===== src/rtl/wbc_pkg.sv =====
// Shared types and constants for the warm-boot controller.
// Optional feature macro: WBC_ARM_KEY_EN (arm-key gated grant).
package wbc_pkg;

    localparam logic [1:0] ENC_IDLE  = 2'd0;
    localparam logic [1:0] ENC_COUNT = 2'd1;
    localparam logic [1:0] ENC_SETUP = 2'd2;
    localparam logic [1:0] ENC_FIRE  = 2'd3;

    typedef enum logic [1:0] {
        ST_IDLE  = ENC_IDLE,
        ST_COUNT = ENC_COUNT,
        ST_SETUP = ENC_SETUP,
        ST_FIRE  = ENC_FIRE
    } wbc_state_t;

    localparam logic [7:0] ARM_KEY = 8'hA5;

    // Shift that turns the grace length into a visible LED blink period.
    function automatic int led_shift(input int cw);
        return (cw > 3) ? cw - 3 : 0;
    endfunction

endpackage


===== src/rtl/wbc_prio_arb.sv =====
// Fixed-priority picker: lowest active index wins.
// Produces a one-hot vector, its index and an any-active flag.
module wbc_prio_arb
    import wbc_pkg::*;
#(
    parameter int N    = 4,
    parameter int IDXW = (N > 1) ? $clog2(N) : 1
) (
    input  logic [N-1:0]    req,
    output logic [N-1:0]    onehot,
    output logic [IDXW-1:0] idx,
    output logic            any
);

    // Scan from the top down so the lowest active bit is kept last.
    always_comb begin
        onehot = '0;
        idx    = '0;
        any    = |req;
        for (int i = N - 1; i >= 0; i--) begin
            if (req[i]) begin
                onehot    = '0;
                onehot[i] = 1'b1;
                idx       = IDXW'(i);
            end
        end
    end

endmodule


===== src/rtl/warmboot_ctrl.sv =====
// Warm-boot request controller: arbitrate, grace countdown, setup, fire.
// Optional feature macro: WBC_ARM_KEY_EN (grant only with KEY == ARM_KEY).
module warmboot_ctrl
    import wbc_pkg::*;
#(
    parameter int NREQ         = 4,
    parameter int GRACE_CYCLES = 2**22,
    parameter int SETUP_CYCLES = 16
) (
    input  logic              CLK,
    input  logic              RST,
    input  logic [NREQ-1:0]   REQ,
    input  logic [2*NREQ-1:0] SEL,
    input  logic [7:0]        KEY,
    output logic [NREQ-1:0]   GNT,
    output logic              WB_S1,
    output logic              WB_S0,
    output logic              WB_BOOT,
    output logic              BUSY,
    output logic              LED,
    output logic              ERR
);

    localparam int IDXW = (NREQ > 1) ? $clog2(NREQ) : 1;
    localparam int CW   = $clog2(GRACE_CYCLES);
    localparam int SW   = $clog2(SETUP_CYCLES + 1);
    localparam int LB   = led_shift(CW);

    localparam logic [CW-1:0] CNT_LOAD = CW'(GRACE_CYCLES - 1);
    localparam logic [SW-1:0] SET_LOAD = SW'(SETUP_CYCLES - 1);
    localparam logic [CW-1:0] LED_MASK = CW'((1 << LB) - 1);

    wbc_state_t      state;
    logic [CW-1:0]   cnt;
    logic [SW-1:0]   scnt;
    logic [NREQ-1:0] pick_oh;
    logic [IDXW-1:0] pick_idx;
    logic            pick_any;
    logic [1:0]      sel_pick;
    logic            arm_ok;
    logic            led_tick;
    logic            gnt_held;

    wbc_prio_arb #(
        .N    (NREQ),
        .IDXW (IDXW)
    ) u_arb (
        .req    (REQ),
        .onehot (pick_oh),
        .idx    (pick_idx),
        .any    (pick_any)
    );

    assign sel_pick = SEL[{pick_idx, 1'b0} +: 2];
    assign led_tick = ((cnt & LED_MASK) == '0);
    assign gnt_held = |(REQ & GNT);
    assign BUSY     = (state != ST_IDLE);

`ifdef WBC_ARM_KEY_EN
    logic err_q;

    assign arm_ok = (KEY == ARM_KEY);
    assign ERR    = err_q;

    // Sticky flag: a request arrived in IDLE with the wrong arm key.
    always_ff @(posedge CLK or posedge RST) begin
        if (RST) begin
            err_q <= 1'b0;
        end else if (state == ST_IDLE && pick_any && !arm_ok) begin
            err_q <= 1'b1;
        end
    end
`else
    logic unused_key;

    assign unused_key = ^KEY;
    assign arm_ok     = 1'b1;
    assign ERR        = 1'b0;
`endif

    // Main FSM with registered grant, image select, boot strobe and LED.
    always_ff @(posedge CLK or posedge RST) begin
        if (RST) begin
            state   <= ST_IDLE;
            GNT     <= '0;
            WB_S1   <= 1'b0;
            WB_S0   <= 1'b0;
            WB_BOOT <= 1'b0;
            LED     <= 1'b0;
            cnt     <= '0;
            scnt    <= '0;
        end else begin
            unique case (state)
                ST_IDLE: begin
                    if (pick_any && arm_ok) begin
                        state <= ST_COUNT;
                        GNT   <= pick_oh;
                        WB_S1 <= sel_pick[1];
                        WB_S0 <= sel_pick[0];
                        cnt   <= CNT_LOAD;
                        LED   <= 1'b0;
                    end
                end
                ST_COUNT: begin
                    if (!gnt_held) begin
                        state <= ST_IDLE;
                        GNT   <= '0;
                        WB_S1 <= 1'b0;
                        WB_S0 <= 1'b0;
                        cnt   <= '0;
                        LED   <= 1'b0;
                    end else if (cnt == '0) begin
                        state <= ST_SETUP;
                        scnt  <= SET_LOAD;
                        LED   <= 1'b1;
                    end else begin
                        cnt <= cnt - 1'b1;
                        if (led_tick) begin
                            LED <= ~LED;
                        end
                    end
                end
                ST_SETUP: begin
                    if (scnt == '0) begin
                        state   <= ST_FIRE;
                        WB_BOOT <= 1'b1;
                    end else begin
                        scnt <= scnt - 1'b1;
                    end
                end
                ST_FIRE: begin
                    WB_BOOT <= 1'b1;
                    LED     <= 1'b1;
                end
                default: begin
                    state <= ST_IDLE;
                end
            endcase
        end
    end

endmodule


===== config.mk =====
export PLATFORM = sky130hd
export DESIGN_NAME = warmboot_ctrl
export DESIGN_NICKNAME = d
export VERILOG_FILES = /design/src/rtl/wbc_pkg.sv /design/src/rtl/wbc_prio_arb.sv /design/src/rtl/warmboot_ctrl.sv
export SDC_FILE = /design/constraint.sdc
export NUM_CORES = 1
export LEC_CHECK = 0
export BUFFER_PORTS_ARGS = -buffer_cell sky130_fd_sc_hd__buf_2
export CELL_PAD_IN_SITES_DETAIL_PLACEMENT = 0
export CELL_PAD_IN_SITES_GLOBAL_PLACEMENT = 1
export CORE_MARGIN = 2
export CORE_UTILIZATION = 46
export CTS_BUF_LIST = sky130_fd_sc_hd__clkbuf_2 sky130_fd_sc_hd__clkbuf_4 sky130_fd_sc_hd__clkbuf_8
export DETAILED_ROUTE_END_ITERATION = 6
export PLACE_DENSITY = 0.93
export SLEW_MARGIN = 10
export SYNTH_ARGS = -nofsm -noshare
export SYNTH_HDL_FRONTEND = slang
export SYNTH_SLANG_ARGS = --single-unit

===== constraint.sdc =====
create_clock -name CLK -period 3.3 [get_ports CLK]
set_input_delay 0.33 -clock CLK [delete_from_list [all_inputs] [get_ports CLK]]
set_output_delay 0.33 -clock CLK [all_outputs]
set_load 0.02 [all_outputs]

==> metrics.txt <==
routed wire length=6.111 mm; I/O Pins=32; fin nets=329; count of state elements after synthesis=37; routed length per instance=16.61 um; kind of end point of the critical path=register; share of power burned in combinational logic=0.033; Netlist cell types=54; power after layout=0.0009153 W; largest fanout on the critical path=7; area of the die=6095 um2; NetSw=0.0002059 W; initial antenna violation count=0; Yosys Warn Count=0; clock root cell=sky130_fd_sc_hd__clkbuf_8; fraction of synthesis flops using an asynchronous set or reset pin=1.000; drt drc=0; vias in the first global route=2140; number of buffers inserted by hold repair at cts=0; nature of the critical path startpoint=register; total CTS buffers=5; Max Clock Skew=0.01276 ns; required time at the endpoint of the critical path=3.53 ns; final critical path time including I/O delays and setup=2.720 ns; timing-limited maximum frequency=0.3677 GHz; initial detailed-routing violation count=209; proportion of power drawn by flip-flops and latches=0.495; Synth area leaders=sky130_fd_sc_hd__dfrtp_1, sky130_fd_sc_hd__ha_1, sky130_fd_sc_hd__a22o_1, sky130_fd_sc_hd__nand3_1, sky130_fd_sc_hd__o21ai_0; worst slew margin relative to its limit=0.4753; RePlAce Congestion=0.8774; post-cts repair resize count=0; wire length of the first global-routing pass=10.48 mm; cell type with the highest aggregate area in the netlist=sky130_fd_sc_hd__dfrtp_1; clock latency at the later pin of the worst-skew pair=0.31 ns; number of rows in the core area=26; number of nets still failing antenna checks after routing=0; Longest Clk Path Bufs=2; number of hold violations in the final report=0; CP Data Arrival Time=2.95 ns; max-capacitance violation count=0; number of buffers added on ports=22; average instance area after synthesis=9.177 um2; cells after synthesis=275; Post-CTS Setup Repair Bufs=0; total negative slack for setup checks=0 ns; worst hold-check slack=0.1171 ns; Die Y=78.07 um; instance area at placement=2691 um2; sum of net half-perimeters after detailed placement=4.180 mm; post-route met1 wirelength=2.817 mm; power density over the cells=325.6 nW/um2; Lkg Pwr=1.133 nW; library cell with the highest instance count after synthesis=sky130_fd_sc_hd__dfrtp_1; switching fraction of total power=0.2250; run status=finished, final reports clean; WS Path Type=reg -> reg; Internal Dissipation=0.0007094 W; total length of routed met2 wires=2.808 mm; post-synthesis to final-layout area growth=11.40%; post-synthesis instance area=2524 um2; count of flip-flops with a built-in enable after synthesis=0; via/cell ratio=6.372; antenna diode count=0; leftover overflow at the end of global routing=0; total number of clock tree sinks=37; final setup fails=0; TritonCTS clock tree=yes; GRT Util Overall=0.2170; reg-to-reg critical path startpoint=cnt[2]$_DFFE_PP0P_; sequential area share after synthesis=0.3669; die width=78.07 um; max-slew violation count=0; Synthesized Nets=307; clock-pin transition on the worst setup and hold timing paths=0.09 ns; uppermost signal routing layer after detailed routing=met4; Peak VDD IR=208.4 uV; area fraction of the dominant cell type after synthesis=0.3669; Pre-Repair DR Iteration Count=4; Setup crit start=cnt[2]$_DFFE_PP0P_; share of final-layout standard cells stronger than drive strength 1=0.1913; core area=5205 um2; detailed-routed wire length on met3=415 um; post-route design area=2811 um2; Worst-Margin Slew=0.7799 ns; share of total power in the clock network=0.472; top flip-flop cell by instance count after synthesis=sky130_fd_sc_hd__dfrtp_1; type of the tightest min-delay check=in -> async; Synth top cells by count=sky130_fd_sc_hd__dfrtp_1, sky130_fd_sc_hd__nand2_1, sky130_fd_sc_hd__inv_1, sky130_fd_sc_hd__nand3_1; unrepaired setup endpoints after global routing=false; H-tree levels=2; part of the cycle the worst path needs=0.8241; initial cell density of the core=0.4849; largest net degree at the start of global routing=38; routed vias=2345
[placed cells by master, fill, tap and decap left out, types with 3 or more instances in the layout]
master,instances
sky130_fd_sc_hd__mux2i_1,4
sky130_fd_sc_hd__dfrtp_1,37
sky130_fd_sc_hd__nand2b_1,4
sky130_fd_sc_hd__or2_2,4
sky130_fd_sc_hd__a21oi_1,10
sky130_fd_sc_hd__nor4_1,5
sky130_fd_sc_hd__a31oi_1,6
sky130_fd_sc_hd__nor3_1,11
sky130_fd_sc_hd__o221a_2,7
sky130_fd_sc_hd__ha_1,10
sky130_fd_sc_hd__or3_1,3
sky130_fd_sc_hd__o211ai_1,3
sky130_fd_sc_hd__nand4_1,3
sky130_fd_sc_hd__nand2_1,18
sky130_fd_sc_hd__o41ai_1,6
sky130_fd_sc_hd__nand3_1,17
sky130_fd_sc_hd__o21ai_0,16
sky130_fd_sc_hd__buf_4,6
sky130_fd_sc_hd__clkbuf_8,6
sky130_fd_sc_hd__o31ai_1,5
sky130_fd_sc_hd__buf_2,22
sky130_fd_sc_hd__inv_1,17
sky130_fd_sc_hd__a21o_1,3
sky130_fd_sc_hd__nor2_1,16
sky130_fd_sc_hd__a22o_1,14
sky130_fd_sc_hd__or4_1,4
[metal layers]
metal | GRT usage | up-vias
li1 | - | 1107
met1 | 0.2982 | 1143
met2 | 0.3336 | 89
met3 | 0.06092 | 6
met4 | 0.06667 | 0
met5 | 0 | -
[state kept, by name, indices dropped and copies added, names as in the netlist]
signal / flops
cnt: 22
scnt: 5
GNT: 4
state: 2
LED: 1
WB_BOOT: 1
WB_S0: 1
WB_S1: 1
[metrics by stage]
| step | cells | util | worst slack [ns] |
|---|---|---|---|
| after floorplan | 275 | - | 0.9326 |
| after global placement | 360 | 0.5171 | 0.6709 |
| after detailed placement | 360 | 0.5171 | 0.5993 |
| after CTS | 368 | 0.5401 | 0.5817 |
| after global routing | 368 | 0.5401 | 0.4801 |
| final | 368 | 0.5401 | 0.5804 |
[logic make-up (layout without fill, tap and decap cells)]
logic type	after synthesis	after routing	synth area share
AOI/OAI and AO/OA	92	92	0.2767
adders and majority gates	10	10	0.04958
buffers and inverters	30	53	0.05503
DFF	37	37	0.3669
muxes	4	4	0.01587
other	1	1	0.001486
and+or+nand+nor	101	101	0.2345
[path summary, 6_finish.rpt]
| kind | to | slack (ns) | cells past startpoint |
|---|---|---|---|
| hold reg to reg | WB_BOOT$_DFFE_PP0P_ | 0.49 | 2 |
| setup reg to reg | state[1]$_DFFE_PP0P_ | 0.58 | 5 |
| min in group CLK | GNT[0]$_DFFE_PP0P_ | 0.30 | 2 |
| hold / removal | state[0]$_DFFE_PP0P_ | 0.12 | 3 |
| setup / recovery | state[1]$_DFFE_PP0P_ | 0.58 | 5 |
| max in group asynchronous | cnt[3]$_DFFE_PP0P_ | 2.83 | 3 |
[final cells by class]
class                           instances  area (um2)
Tap cell                               70       87.58
Multi-Input combinational cell        208        1459
Timing Repair Buffer                   28       155.1
Clock inverter                          2       37.54
Fill cell                             484        2394
Sequential cell                        37       925.9
Inverter                               17       63.81
Clock buffer                            6       82.58
[power groups by stage]
| stage | registers (W) | logic [W] | clock network [W] |
|---|---|---|---|
| 3_3_place_gp | 0.000462 | 0.0000311 | 0 |
| 2_1_floorplan | 0.000462 | 0.0000170 | 0 |
| 6_report | 0.000453 | 0.0000305 | 0.000432 |
| 4_1_cts | 0.000453 | 0.0000315 | 0.000433 |
| 3_5_place_dp | 0.000462 | 0.0000314 | 0 |
| 5_1_grt | 0.000453 | 0.0000355 | 0.000452 |
[worst max-delay path: stages (launching register included)]
cell                      delay (ns)
sky130_fd_sc_hd__dfrtp_1        0.45
sky130_fd_sc_hd__or4_1          0.71
sky130_fd_sc_hd__or4_1          0.50
sky130_fd_sc_hd__nor4_2         0.49
sky130_fd_sc_hd__o211a_1        0.28
sky130_fd_sc_hd__mux2i_1        0.22
(Power assumes the default switching activity.)
